**config.mk**
```make
export PLATFORM = sky130hd
export DESIGN_NAME = datapath_pipe_flat
export DESIGN_NICKNAME = d
export VERILOG_FILES = /design/src/rtl/datapath_pipe_pkg.sv /design/src/rtl/datapath_pipe_if.sv /design/src/rtl/dp_shifter.sv /design/src/rtl/datapath_pipe.sv /design/src/flat_wrapper.sv
export SDC_FILE = /design/constraint.sdc
export NUM_CORES = 1
export LEC_CHECK = 0
export CAP_MARGIN = 20
export CORE_ASPECT_RATIO = 2
export CORE_MARGIN = 2
export CORE_UTILIZATION = 50
export CTS_CLUSTER_SIZE = 30
export DETAILED_ROUTE_END_ITERATION = 6
export GPL_TIMING_DRIVEN = 0
export PLACE_DENSITY = 0.79
export SYNTH_ARGS = -nofsm -noshare
export SYNTH_HDL_FRONTEND = slang
export SYNTH_HIERARCHICAL = 1
export SYNTH_SLANG_ARGS = --single-unit
```
**constraint.sdc**
```tcl
create_clock -name CLK -period 13.1 [get_ports CLK]
set_input_delay 1.965 -clock CLK [delete_from_list [all_inputs] [get_ports CLK]]
set_output_delay 1.965 -clock CLK [all_outputs]
set_load 0.03 [all_outputs]
```
**src/rtl/datapath_pipe_pkg.sv**
```systemverilog
`default_nettype none
// ============================================================================
// datapath_pipe_pkg : opcodes, shift modes and the W-stage record
// Revision : 1.0
// ============================================================================
package datapath_pipe_pkg;

    // Widest datapath/address the W-stage record can carry; narrower
    // instances zero-extend into it.
    localparam int MAX_WIDTH = 64;
    localparam int MAX_AW    = 8;

    localparam logic [2:0] OP_ADD   = 3'b000;
    localparam logic [2:0] OP_SUB   = 3'b001;
    localparam logic [2:0] OP_AND   = 3'b010;
    localparam logic [2:0] OP_OR    = 3'b011;
    localparam logic [2:0] OP_XOR   = 3'b100;
    localparam logic [2:0] OP_PASSA = 3'b101;
    localparam logic [2:0] OP_NOTA  = 3'b110;
    localparam logic [2:0] OP_PASSB = 3'b111;

    localparam logic [1:0] SH_SLL = 2'b00;
    localparam logic [1:0] SH_SRL = 2'b01;
    localparam logic [1:0] SH_SRA = 2'b10;
    localparam logic [1:0] SH_ROL = 2'b11;

    typedef struct packed {
        logic                 valid;
        logic                 we;
        logic                 oe;
        logic [MAX_AW-1:0]    addr_wr;
        logic [MAX_WIDTH-1:0] result;
        logic                 z;
        logic                 c;
    } w_stage_t;

endpackage
`default_nettype wire

```
**src/rtl/datapath_pipe_if.sv**
```systemverilog
`default_nettype none
// ============================================================================
// datapath_pipe_if : instruction and result handshake bundle
// Revision : 1.0
// ============================================================================
interface datapath_pipe_if #(
    parameter int WIDTH = 16,
    parameter int NREGS = 8
);
    localparam int AW  = $clog2(NREGS);
    localparam int SHW = $clog2(WIDTH);

    logic             in_valid;
    logic             in_ready;
    logic             ie;
    logic             we;
    logic             oe;
    logic [AW-1:0]    addr_wr;
    logic [AW-1:0]    addr_rda;
    logic [AW-1:0]    addr_rdb;
    logic [2:0]       opcode;
    logic [1:0]       sh_mode;
    logic [SHW-1:0]   shamt;
    logic [WIDTH-1:0] inport;
    logic             out_valid;
    logic             out_ready;
    logic [WIDTH-1:0] outport;
    logic             flag_z;
    logic             flag_c;

    modport master (
        output in_valid, ie, we, oe, addr_wr, addr_rda, addr_rdb,
               opcode, sh_mode, shamt, inport, out_ready,
        input  in_ready, out_valid, outport, flag_z, flag_c
    );

    modport slave (
        input  in_valid, ie, we, oe, addr_wr, addr_rda, addr_rdb,
               opcode, sh_mode, shamt, inport, out_ready,
        output in_ready, out_valid, outport, flag_z, flag_c
    );
endinterface
`default_nettype wire

```
**src/rtl/dp_shifter.sv**
```systemverilog
`default_nettype none
// ============================================================================
// dp_shifter : combinational barrel shifter (SLL / SRL / SRA / ROL)
// Revision : 1.0
// ============================================================================
module dp_shifter
    import datapath_pipe_pkg::*;
#(
    parameter int WIDTH = 16,
    parameter int SHW   = $clog2(WIDTH)
) (
    input  logic [WIDTH-1:0] din,
    input  logic [1:0]       mode,
    input  logic [SHW-1:0]   shamt,
    output logic [WIDTH-1:0] dout
);
    logic [SHW-1:0]     w_rot;
    logic [2*WIDTH-1:0] w_dd;

    // Rotation wraps modulo WIDTH; only matters for non-power-of-two WIDTH.
    assign w_rot = SHW'(32'(shamt) % WIDTH);
    assign w_dd  = {din, din} << w_rot;

    always_comb begin
        dout = din;
        case (mode)
            SH_SLL:  dout = din << shamt;
            SH_SRL:  dout = din >> shamt;
            SH_SRA:  dout = $unsigned($signed(din) >>> shamt);
            default: dout = w_dd[2*WIDTH-1:WIDTH];
        endcase
    end
endmodule
`default_nettype wire

```
**src/rtl/datapath_pipe.sv**
```systemverilog
`default_nettype none
// ============================================================================
// datapath_pipe : two-stage regfile / ALU / shifter datapath with outport
// Revision : 1.0
// ============================================================================
module datapath_pipe
    import datapath_pipe_pkg::*;
#(
    parameter int WIDTH = 16,
    parameter int NREGS = 8
) (
    input  logic            CLK,
    input  logic            RST_N,
    datapath_pipe_if.slave  bus
);
    localparam int AW  = $clog2(NREGS);
    localparam int SHW = $clog2(WIDTH);

    logic [WIDTH-1:0] r_regs [NREGS];
    w_stage_t         r_w;
    w_stage_t         w_next;
    logic             r_out_valid;
    logic [WIDTH-1:0] r_outport;
    logic             r_flag_z;
    logic             r_flag_c;

    logic [WIDTH-1:0] w_res_w;
    logic [WIDTH-1:0] w_opa;
    logic [WIDTH-1:0] w_opb;
    logic [WIDTH:0]   w_add;
    logic [WIDTH:0]   w_sub;
    logic [WIDTH-1:0] w_alu;
    logic             w_carry;
    logic [WIDTH-1:0] w_shift;
    logic [WIDTH-1:0] w_result;
    logic             w_retire;
    logic             w_accept;
    logic             w_unused_hi;

    assign w_res_w     = r_w.result[WIDTH-1:0];
    assign w_unused_hi = ^r_w.result;

    // Bypass: an older instruction sitting in W always wins over the array.
    assign w_opa = (r_w.valid && r_w.we && r_w.addr_wr == MAX_AW'(bus.addr_rda))
                   ? w_res_w : r_regs[bus.addr_rda];
    assign w_opb = (r_w.valid && r_w.we && r_w.addr_wr == MAX_AW'(bus.addr_rdb))
                   ? w_res_w : r_regs[bus.addr_rdb];

    assign w_add = {1'b0, w_opa} + {1'b0, w_opb};
    assign w_sub = {1'b0, w_opa} - {1'b0, w_opb};

    always_comb begin
        w_alu   = '0;
        w_carry = 1'b0;
        case (bus.opcode)
            OP_ADD:   begin w_alu = w_add[WIDTH-1:0]; w_carry = w_add[WIDTH]; end
            OP_SUB:   begin w_alu = w_sub[WIDTH-1:0]; w_carry = w_sub[WIDTH]; end
            OP_AND:   w_alu = w_opa & w_opb;
            OP_OR:    w_alu = w_opa | w_opb;
            OP_XOR:   w_alu = w_opa ^ w_opb;
            OP_PASSA: w_alu = w_opa;
            OP_NOTA:  w_alu = ~w_opa;
            default:  w_alu = w_opb;
        endcase
    end

    dp_shifter #(
        .WIDTH (WIDTH),
        .SHW   (SHW)
    ) u_shifter (
        .din   (w_alu),
        .mode  (bus.sh_mode),
        .shamt (bus.shamt),
        .dout  (w_shift)
    );

    assign w_result = bus.ie ? bus.inport : w_shift;

    always_comb begin
        w_next         = '0;
        w_next.valid   = 1'b1;
        w_next.we      = bus.we;
        w_next.oe      = bus.oe;
        w_next.addr_wr = MAX_AW'(bus.addr_wr);
        w_next.result  = MAX_WIDTH'(w_result);
        w_next.z       = (w_result == '0);
        w_next.c       = w_carry & ~bus.ie;
    end

    assign w_retire     = r_w.valid & (~r_w.oe | ~r_out_valid | bus.out_ready);
    assign bus.in_ready = ~r_w.valid | w_retire;
    assign w_accept     = bus.in_valid & bus.in_ready;

    always_ff @(posedge CLK or negedge RST_N) begin
        if (!RST_N) begin
            r_w         <= '0;
            r_out_valid <= 1'b0;
            r_outport   <= '0;
            r_flag_z    <= 1'b0;
            r_flag_c    <= 1'b0;
            for (int i = 0; i < NREGS; i++) begin
                r_regs[i] <= '0;
            end
        end else begin
            if (w_retire && r_w.we) begin
                r_regs[r_w.addr_wr[AW-1:0]] <= w_res_w;
            end
            // A fresh oe retire keeps out_valid high even while the old value drains.
            if (w_retire && r_w.oe) begin
                r_outport   <= w_res_w;
                r_flag_z    <= r_w.z;
                r_flag_c    <= r_w.c;
                r_out_valid <= 1'b1;
            end else if (bus.out_ready) begin
                r_out_valid <= 1'b0;
            end
            if (w_accept) begin
                r_w <= w_next;
            end else if (w_retire) begin
                r_w.valid <= 1'b0;
            end
        end
    end

    assign bus.out_valid = r_out_valid;
    assign bus.outport   = r_outport;
    assign bus.flag_z    = r_flag_z;
    assign bus.flag_c    = r_flag_c;

endmodule
`default_nettype wire

```
**src/flat_wrapper.sv**
```systemverilog
// flat-port wrapper written by rule: the top's interface ports become plain ports
module datapath_pipe_flat import datapath_pipe_pkg::*;
#(
    parameter int WIDTH = 16,
    parameter int NREGS = 8
)
  (CLK, RST_N, bus_in_valid, bus_ie, bus_we, bus_oe, bus_addr_wr, bus_addr_rda, bus_addr_rdb, bus_opcode, bus_sh_mode, bus_shamt, bus_inport, bus_out_ready, bus_in_ready, bus_out_valid, bus_outport, bus_flag_z, bus_flag_c);
  datapath_pipe_if #(.WIDTH(WIDTH), .NREGS(NREGS)) bus_i ();
  input  logic CLK;
  input  logic RST_N;
  input wire logic [$bits(bus_i.in_valid)-1:0] bus_in_valid;
  input wire logic [$bits(bus_i.ie)-1:0] bus_ie;
  input wire logic [$bits(bus_i.we)-1:0] bus_we;
  input wire logic [$bits(bus_i.oe)-1:0] bus_oe;
  input wire logic [$bits(bus_i.addr_wr)-1:0] bus_addr_wr;
  input wire logic [$bits(bus_i.addr_rda)-1:0] bus_addr_rda;
  input wire logic [$bits(bus_i.addr_rdb)-1:0] bus_addr_rdb;
  input wire logic [$bits(bus_i.opcode)-1:0] bus_opcode;
  input wire logic [$bits(bus_i.sh_mode)-1:0] bus_sh_mode;
  input wire logic [$bits(bus_i.shamt)-1:0] bus_shamt;
  input wire logic [$bits(bus_i.inport)-1:0] bus_inport;
  input wire logic [$bits(bus_i.out_ready)-1:0] bus_out_ready;
  output wire logic [$bits(bus_i.in_ready)-1:0] bus_in_ready;
  output wire logic [$bits(bus_i.out_valid)-1:0] bus_out_valid;
  output wire logic [$bits(bus_i.outport)-1:0] bus_outport;
  output wire logic [$bits(bus_i.flag_z)-1:0] bus_flag_z;
  output wire logic [$bits(bus_i.flag_c)-1:0] bus_flag_c;
  assign bus_i.in_valid = bus_in_valid;
  assign bus_i.ie = bus_ie;
  assign bus_i.we = bus_we;
  assign bus_i.oe = bus_oe;
  assign bus_i.addr_wr = bus_addr_wr;
  assign bus_i.addr_rda = bus_addr_rda;
  assign bus_i.addr_rdb = bus_addr_rdb;
  assign bus_i.opcode = bus_opcode;
  assign bus_i.sh_mode = bus_sh_mode;
  assign bus_i.shamt = bus_shamt;
  assign bus_i.inport = bus_inport;
  assign bus_i.out_ready = bus_out_ready;
  assign bus_in_ready = bus_i.in_ready;
  assign bus_out_valid = bus_i.out_valid;
  assign bus_outport = bus_i.outport;
  assign bus_flag_z = bus_i.flag_z;
  assign bus_flag_c = bus_i.flag_c;
  datapath_pipe #(.WIDTH(WIDTH), .NREGS(NREGS)) u_core (.CLK(CLK), .RST_N(RST_N), .bus(bus_i));
endmodule
```
==> results_dict.tcl <==
set metrics [dict create \
    setup_viol 0 \
    slew_headroom_pct 25.03 \
    cp_max_fo 10 \
    worst_ep_required_time_ns 13.39 \
    grt_pass1_wl_um 70330 \
    synth_edf_count 0 \
    ctsLongestPathBuffers 2 \
    grt_max_degree 96 \
    final_cell_mix "dfrtp_1, mux2_2, nor2_1" \
    pin_count 61 \
    critPathSlowestCell "a32oi_1" \
    dieArea_um2 29010 \
    dp_hpwl_um 33800 \
    vias 12046 \
    cp.depth 29 \
    drt-met1-wl_um 17570 \
    tns_ns 0 \
    ys_seq_elements 171 \
    cts_sinks 171 \
    totalWireLength_um 45800 \
    clk_pin_slew_worst_paths_ns 0.07 \
    status "finished clean" \
    vias_per_cell 6.821 \
    highest_layer "met5" \
    clk_latency_ns 0.43 \
    wl_met2_um 22200 \
    antenna_cells 0 \
    final_hold_viol_count 0 \
    ys_warn_count 6 \
    die_h_um 238.9 \
    core_um2 27330 \
    grt_use_total_pct 31.93 \
    maxSlewViolCount 0 \
    avgSynthCellArea_um2 10.38 \
    drt_first_pass_iters 6 \
    cts_tree "yes" \
    antenna_found_initial 1 \
    place_area_um2 14780 \
    final_common_cell "dfrtp_1" \
    cts_resized 0 \
    power_density_nw_per_um2 228.3 \
    wl_per_cell_um 25.93 \
    r2r-start "u_core/r_w[68]" \
    netlist_area_um2 13790 \
    crit_start "bus_addr_rdb[1]" \
    ctsHoldBuffers 0 \
    ys_types 85 \
    rows 86 \
    ys_seq_area_share_pct 31.02 \
    finalInstanceArea_um2 15370 \
    worstRegToRegCells 29 \
    first_global_vias 12121 \
    critical_path_arrival_ns 9.91 \
    fin_crit_sh_pct 73.41 \
    grt_overflow 0 \
    cp-endpoint "u_core/r_w[1]" \
    htreeDepth 4 \
    skew_ns 0.008385 \
    cp_num_buf_inv 4 \
    postRouteAntennaNets 0 \
    p_leak_nw 6.547 \
    start_util_pct 50.47 \
    worstSetupEndpointType "register" \
    fillCellCount 2314 \
    dr.first_iter.drc_count 1583 \
    die_w_um 121.5 \
    clockRootBuffer "clkbuf_16" \
    fin_crit_ns 9.616 \
    synth_nets 1422 \
    drive_above_1_share_pct 23.62 \
    wl_met3_um 3570 \
    worst_pin_slew_ns 1.115 \
    fmax_mhz 104.0 \
    syn_inst 1329 \
    numPortBuffers 49 \
    synth_async_sr_flop_share_pct 100.0 \
    r2r_setup_slack_ns 4.70 \
    nNetsFinal 1494 \
    areaGrowthSynthToFinish_pct 11.42 \
    cp-start-kind "primary input" \
    post_cts_buffers 0 \
    r2r-end "u_core/r_w[1]" \
    cap_viol_max_count 0 \
    multi_input_area_um2 8787 \
    rsz0062_at_grt "no" \
    hp-class "register to register" \
    critical_path_class "primary input to register" \
    vdd_drop_max_v 0.0001497 \
    final_util_pct 56.24 \
    cp_slowest_stage_delay_ns 0.92 \
    cp_top_family "compound AO/OA/AOI/OAI gates" \
    place_congestion 0.9988 \
    drc 0 \
    register_area_um2 4279 \
    yosys_most_used_dff "dfrtp_1" \
    cts_made_buffers 17 \
    crit_path_frequent_cell "a21oi_1" \
]
-- metal layers --
metal | vias up | GRT usage [%]
met3 | 149 | 5.367
met1 | 6032 | 41.08
met5 | - | 0
met2 | 723 | 51.69
li1 | 5140 | -
met4 | 2 | 16.20
-- report_power, final --
part / leakage, nW / total [W] / switching [W] / internal (W)
clock network: 0.281 / 0.000504 / 0.000220 / 0.000284
registers: 2.18 / 0.000903 / 0.000163 / 0.000740
logic: 4.09 / 0.00210 / 0.00120 / 0.000900
-- layout make-up --
type	count	share of cell area (%)
Inverter	55	1.359
Tap cell	352	2.866
Clock inverter	15	1.083
Clock buffer	17	2.768
Multi-Input combinational cell	985	57.17
Timing Repair Buffer	53	3.533
Buffer	118	3.378
Sequential cell	171	27.84
-- cells in the mapped netlist, types with 6 or more instances --
cell | instances | area (um^2)
dfrtp_1 | 171 | 4279
mux2_2 | 163 | 1836
nor2_1 | 91 | 341.6
a21oi_1 | 89 | 445.4
mux4_2 | 86 | 1937
clkbuf_1 | 79 | 296.5
nand2_1 | 79 | 296.5
mux2i_1 | 73 | 730.7
o21ai_0 | 62 | 310.3
inv_1 | 52 | 195.2
ha_1 | 51 | 638.1
a211oi_1 | 21 | 157.7
buf_2 | 19 | 95.09
nor3_1 | 18 | 90.09
xnor2_1 | 18 | 157.7
o22ai_1 | 17 | 106.4
nor2b_1 | 12 | 75.07
a31oi_1 | 11 | 68.82
buf_1 | 11 | 41.29
nand3_1 | 11 | 55.05
o221ai_1 | 10 | 87.58
o31ai_1 | 10 | 75.07
xor2_1 | 9 | 78.83
a21o_1 | 8 | 60.06
a32oi_1 | 8 | 70.07
nor4_1 | 8 | 50.05
o211ai_1 | 8 | 60.06
and2_1 | 7 | 43.79
o21a_1 | 6 | 45.04
-- worst min path at each step --
| stage | start | end | slack [ns] | depth (start not counted) |
|---|---|---|---|---|
| after floorplan | u_core/r_w[1] | u_core/r_w[1] | 0.44 | 2 |
| after global placement | u_core/r_w[1] | u_core/r_w[1] | 0.46 | 2 |
| after detailed placement | u_core/r_w[1] | u_core/r_w[1] | 0.48 | 2 |
| after CTS | u_core/r_w[1] | u_core/r_w[1] | 0.49 | 2 |
| after global routing | u_core/bus.outport[8] | u_core/bus.outport[8] | 0.52 | 1 |
| final | u_core/r_w[1] | u_core/r_w[1] | 0.50 | 2 |
-- worst reg2reg max path, delay by kind of cell, from the launching register on --
family,cells,cell delay [ns]
multiplexers,1,0.55
AO/OA/AOI/OAI,12,3.71
buffers and inverters,4,1.34
flip-flops,1,0.39
XOR/XNOR,2,0.34
adder cells (fa/ha/maj),2,0.68
AND/OR/NAND/NOR,8,1.25
-- flip-flops by register name, indices dropped and copies added (netlist names) --
name / flops
u_core/bus.flag_c: 1
u_core/bus.flag_z: 1
u_core/bus.out_valid: 1
u_core/bus.outport: 16
u_core/r_regs: 128
u_core/r_w: 24
-- metrics by stage --
step / instances / hold WS, ns / worst slack (ns) / power, W
3_5_place_dp: 1734 / 0.4767 / 3.334 / 0.002931
2_1_floorplan: 1329 / 0.4444 / 5.145 / 0.002355
5_1_grt: 1766 / 0.5230 / 3.213 / 0.003693
3_3_place_gp: 1730 / 0.4619 / 3.307 / 0.002848
4_1_cts: 1766 / 0.4925 / 3.742 / 0.003454
6_report: 1766 / 0.5019 / 3.484 / 0.003508
-- cell families after synthesis --
group / after synthesis / synth area share [%]
adders and majority gates: 52 / 4.771
xor gates and xnor gates: 27 / 1.714
muxes: 326 / 33.13
AOI/OAI and AO/OA: 314 / 14.96
DFF: 171 / 31.02
and+or+nand+nor: 266 / 9.125
buffers and inverters: 173 / 5.279
No activity file was read; power rests on OpenSTA's default activity.
==> RTL change: new RTL, config.mk and constraints unchanged <==
`NREGS` is set to 8 in 3 places; all go to 16.
--- a/src/rtl/datapath_pipe_if.sv
+++ b/src/rtl/datapath_pipe_if.sv
@@ -5,7 +5,7 @@
 // ============================================================================
 interface datapath_pipe_if #(
     parameter int WIDTH = 16,
-    parameter int NREGS = 8
+    parameter int NREGS = 16
 );
     localparam int AW  = $clog2(NREGS);
     localparam int SHW = $clog2(WIDTH);
--- a/src/rtl/datapath_pipe.sv
+++ b/src/rtl/datapath_pipe.sv
@@ -7,7 +7,7 @@
     import datapath_pipe_pkg::*;
 #(
     parameter int WIDTH = 16,
-    parameter int NREGS = 8
+    parameter int NREGS = 16
 ) (
     input  logic            CLK,
     input  logic            RST_N,
--- a/src/flat_wrapper.sv
+++ b/src/flat_wrapper.sv
@@ -2,7 +2,7 @@
 module datapath_pipe_flat import datapath_pipe_pkg::*;
 #(
     parameter int WIDTH = 16,
-    parameter int NREGS = 8
+    parameter int NREGS = 16
 )
   (CLK, RST_N, bus_in_valid, bus_ie, bus_we, bus_oe, bus_addr_wr, bus_addr_rda, bus_addr_rdb, bus_opcode, bus_sh_mode, bus_shamt, bus_inport, bus_out_ready, bus_in_ready, bus_out_valid, bus_outport, bus_flag_z, bus_flag_c);
   datapath_pipe_if #(.WIDTH(WIDTH), .NREGS(NREGS)) bus_i ();
Ports: changed (resized bus_addr_rda, bus_addr_rdb and bus_addr_wr); port bits go from 61 to 64. No check against the original RTL was run, so the function may have changed too.
==> RTL change against the unedited design <==
Sequential cell count increased by 129. Largest cell class unchanged. Worst setup slack got worse by 0.67 ns. Critical path depth shrank 3. Power grew 30%. Final area increased by 48%. Wire length grew 63%. Area after synthesis is 49% higher. Cell count is 32% higher.
==> RTL change: results (changes against the unedited design) <==
<table>
<tr><th>Metric</th><th>Value</th></tr>
<tr><th colspan="2">Cells and area</th></tr>
<tr><td>Footprint of the multi-input gates</td><td>0.0121 mm^2 (+38%)</td></tr>
<tr><td>Non-CTS inverters</td><td>58 (+5.5%)</td></tr>
<tr><td>Sequential share of cell area</td><td>33.0% (+5.1 points)</td></tr>
<tr><td>Share of layout cells above drive strength 1</td><td>33.4% (+9.8 points)</td></tr>
<tr><td>Clock-cell share of area</td><td>3.89% (+0.039 points)</td></tr>
<tr><td>Multi-input combinational cell count</td><td>1171 (+19%)</td></tr>
<tr><td>Max FFs per register</td><td>256 (+100%)</td></tr>
<tr><th colspan="2">Logic synthesis</th></tr>
<tr><td>Post-synthesis instance total</td><td>1686 (+27%)</td></tr>
<tr><td>Synthesized Nets</td><td>1780 (+25%)</td></tr>
<tr><td>Compound-Gate Fraction of Synth Area</td><td>9.38% (-5.6 points)</td></tr>
<tr><td>Commonest cells in the netlist</td><td>300 x sky130_fd_sc_hd__dfrtp_1, 300 x sky130_fd_sc_hd__mux2_2, 179 x sky130_fd_sc_hd__mux4_2</td></tr>
<tr><td>XOR/XNOR share of the synthesized area</td><td>1.15% (-0.57 points)</td></tr>
<tr><td>Top area cells in the synthesized netlist</td><td>sky130_fd_sc_hd__dfrtp_1 36%, sky130_fd_sc_hd__mux4_2 20%, sky130_fd_sc_hd__mux2_2 16%</td></tr>
<tr><td>Number of library cell types mapped by synthesis</td><td>81 (-4.7%)</td></tr>
<tr><th colspan="2">Drt</th></tr>
<tr><td>Total number of vias</td><td>16300 (+35%)</td></tr>
<tr><td>Post-DR wirelength/cell</td><td>32.2 um (+24%)</td></tr>
<tr><td>Post-DR vias/cell</td><td>7.01 (+2.7%)</td></tr>
<tr><td>Number of design-rule violations left by the first detailed-router iteration</td><td>1598 (+0.95%)</td></tr>
<tr><td>First-pass iteration count of the detailed router</td><td>7 (+1)</td></tr>
<tr><th colspan="2">Clock network</th></tr>
<tr><td>Source-to-sink clock delay at the later pin of the worst-skew pair</td><td>0.54 ns (+0.11 ns)</td></tr>
<tr><td>Number of H-tree branching levels</td><td>1 (-3)</td></tr>
<tr><th colspan="2">Global route</th></tr>
<tr><td>Number of global-route vias before repair</td><td>17400 (+44%)</td></tr>
<tr><th colspan="2">Run status</th></tr>
<tr><td>Result of the run</td><td>finished, final reports clean</td></tr>
<tr><th colspan="2">Critical path</th></tr>
<tr><td>Data arrival time of the critical path</td><td>10.67 ns (+0.76 ns)</td></tr>
<tr><th colspan="2">Power</th></tr>
<tr><td>Reported leakage power</td><td>9.77 nW (+49%)</td></tr>
<tr><th colspan="2">Placement</th></tr>
<tr><td>Half-perimeter wire length of the detailed placement result</td><td>55.5 mm (+64%)</td></tr>
<tr><th colspan="2">STA</th></tr>
<tr><td>Setup Skew</td><td>0.0131 ns (+0.00468 ns)</td></tr>
</table>
==> RTL change: where the power goes <==
part           total, mW  leakage, nW  internal (mW)  switching [mW]
registers           1.49         3.94           1.25           0.244
clock network      0.820        0.441          0.471           0.348
logic               2.27         5.39           1.02            1.25
total               4.58         9.77           2.74            1.84
==> RTL change: final timing paths <==
path | start | endpoint | slack (ns) | cells past startpoint
min in group asynchronous | RST_N | u_core/r_regs[82]$_DFFE_PN0P_ | 1.34 | 1
worst min-delay path | u_core/r_w[1]$_DFFE_PN0P_ | u_core/r_w[1]$_DFFE_PN0P_ | 0.50 | 2
max in group asynchronous | RST_N | u_core/r_regs[60]$_DFFE_PN0P_ | 10.19 | 3
worst max register to register | u_core/r_w[67]$_DFFE_PN0P_ | u_core/r_w[1]$_DFFE_PN0P_ | 5.14 | 27
worst max-delay path | bus_addr_rdb[1] | u_core/r_w[1]$_DFFE_PN0P_ | 2.82 | 26
worst min register to register | u_core/r_w[1]$_DFFE_PN0P_ | u_core/r_w[1]$_DFFE_PN0P_ | 0.50 | 2
==> RTL change: routing by layer <==
metal  vias to the layer above  part of all wire (%)  wire (um)  global-route usage (%)
li1                       6587                     -          -                       -
met1                      8209                    29      22000                    33.1
met2                      1024                    52      38800                    61.3
met3                       453                   6.4       4790                    6.44
met4                         0                    12       9170                    34.9
met5                         -                     0          0                       0
==> RTL change: metrics by stage <==
stage | TNS (ns) | area, um^2 | total power, mW
after global placement | -657.32 | 21700 | 3.57
after floorplan | 0 | 20600 | 2.97
after CTS | 0 | 22700 | 4.50
after detailed placement | 0 | 21900 | 3.66
after global routing | 0 | 22800 | 4.78
final | 0 | 22800 | 4.58
==> RTL change: kinds of logic after synthesis <==
group / after synthesis
fa+ha+maj: 50
buf+inv: 215
flops: 300
compound gates: 294
mux: 544
simple gates: 256
xor+xnor: 27
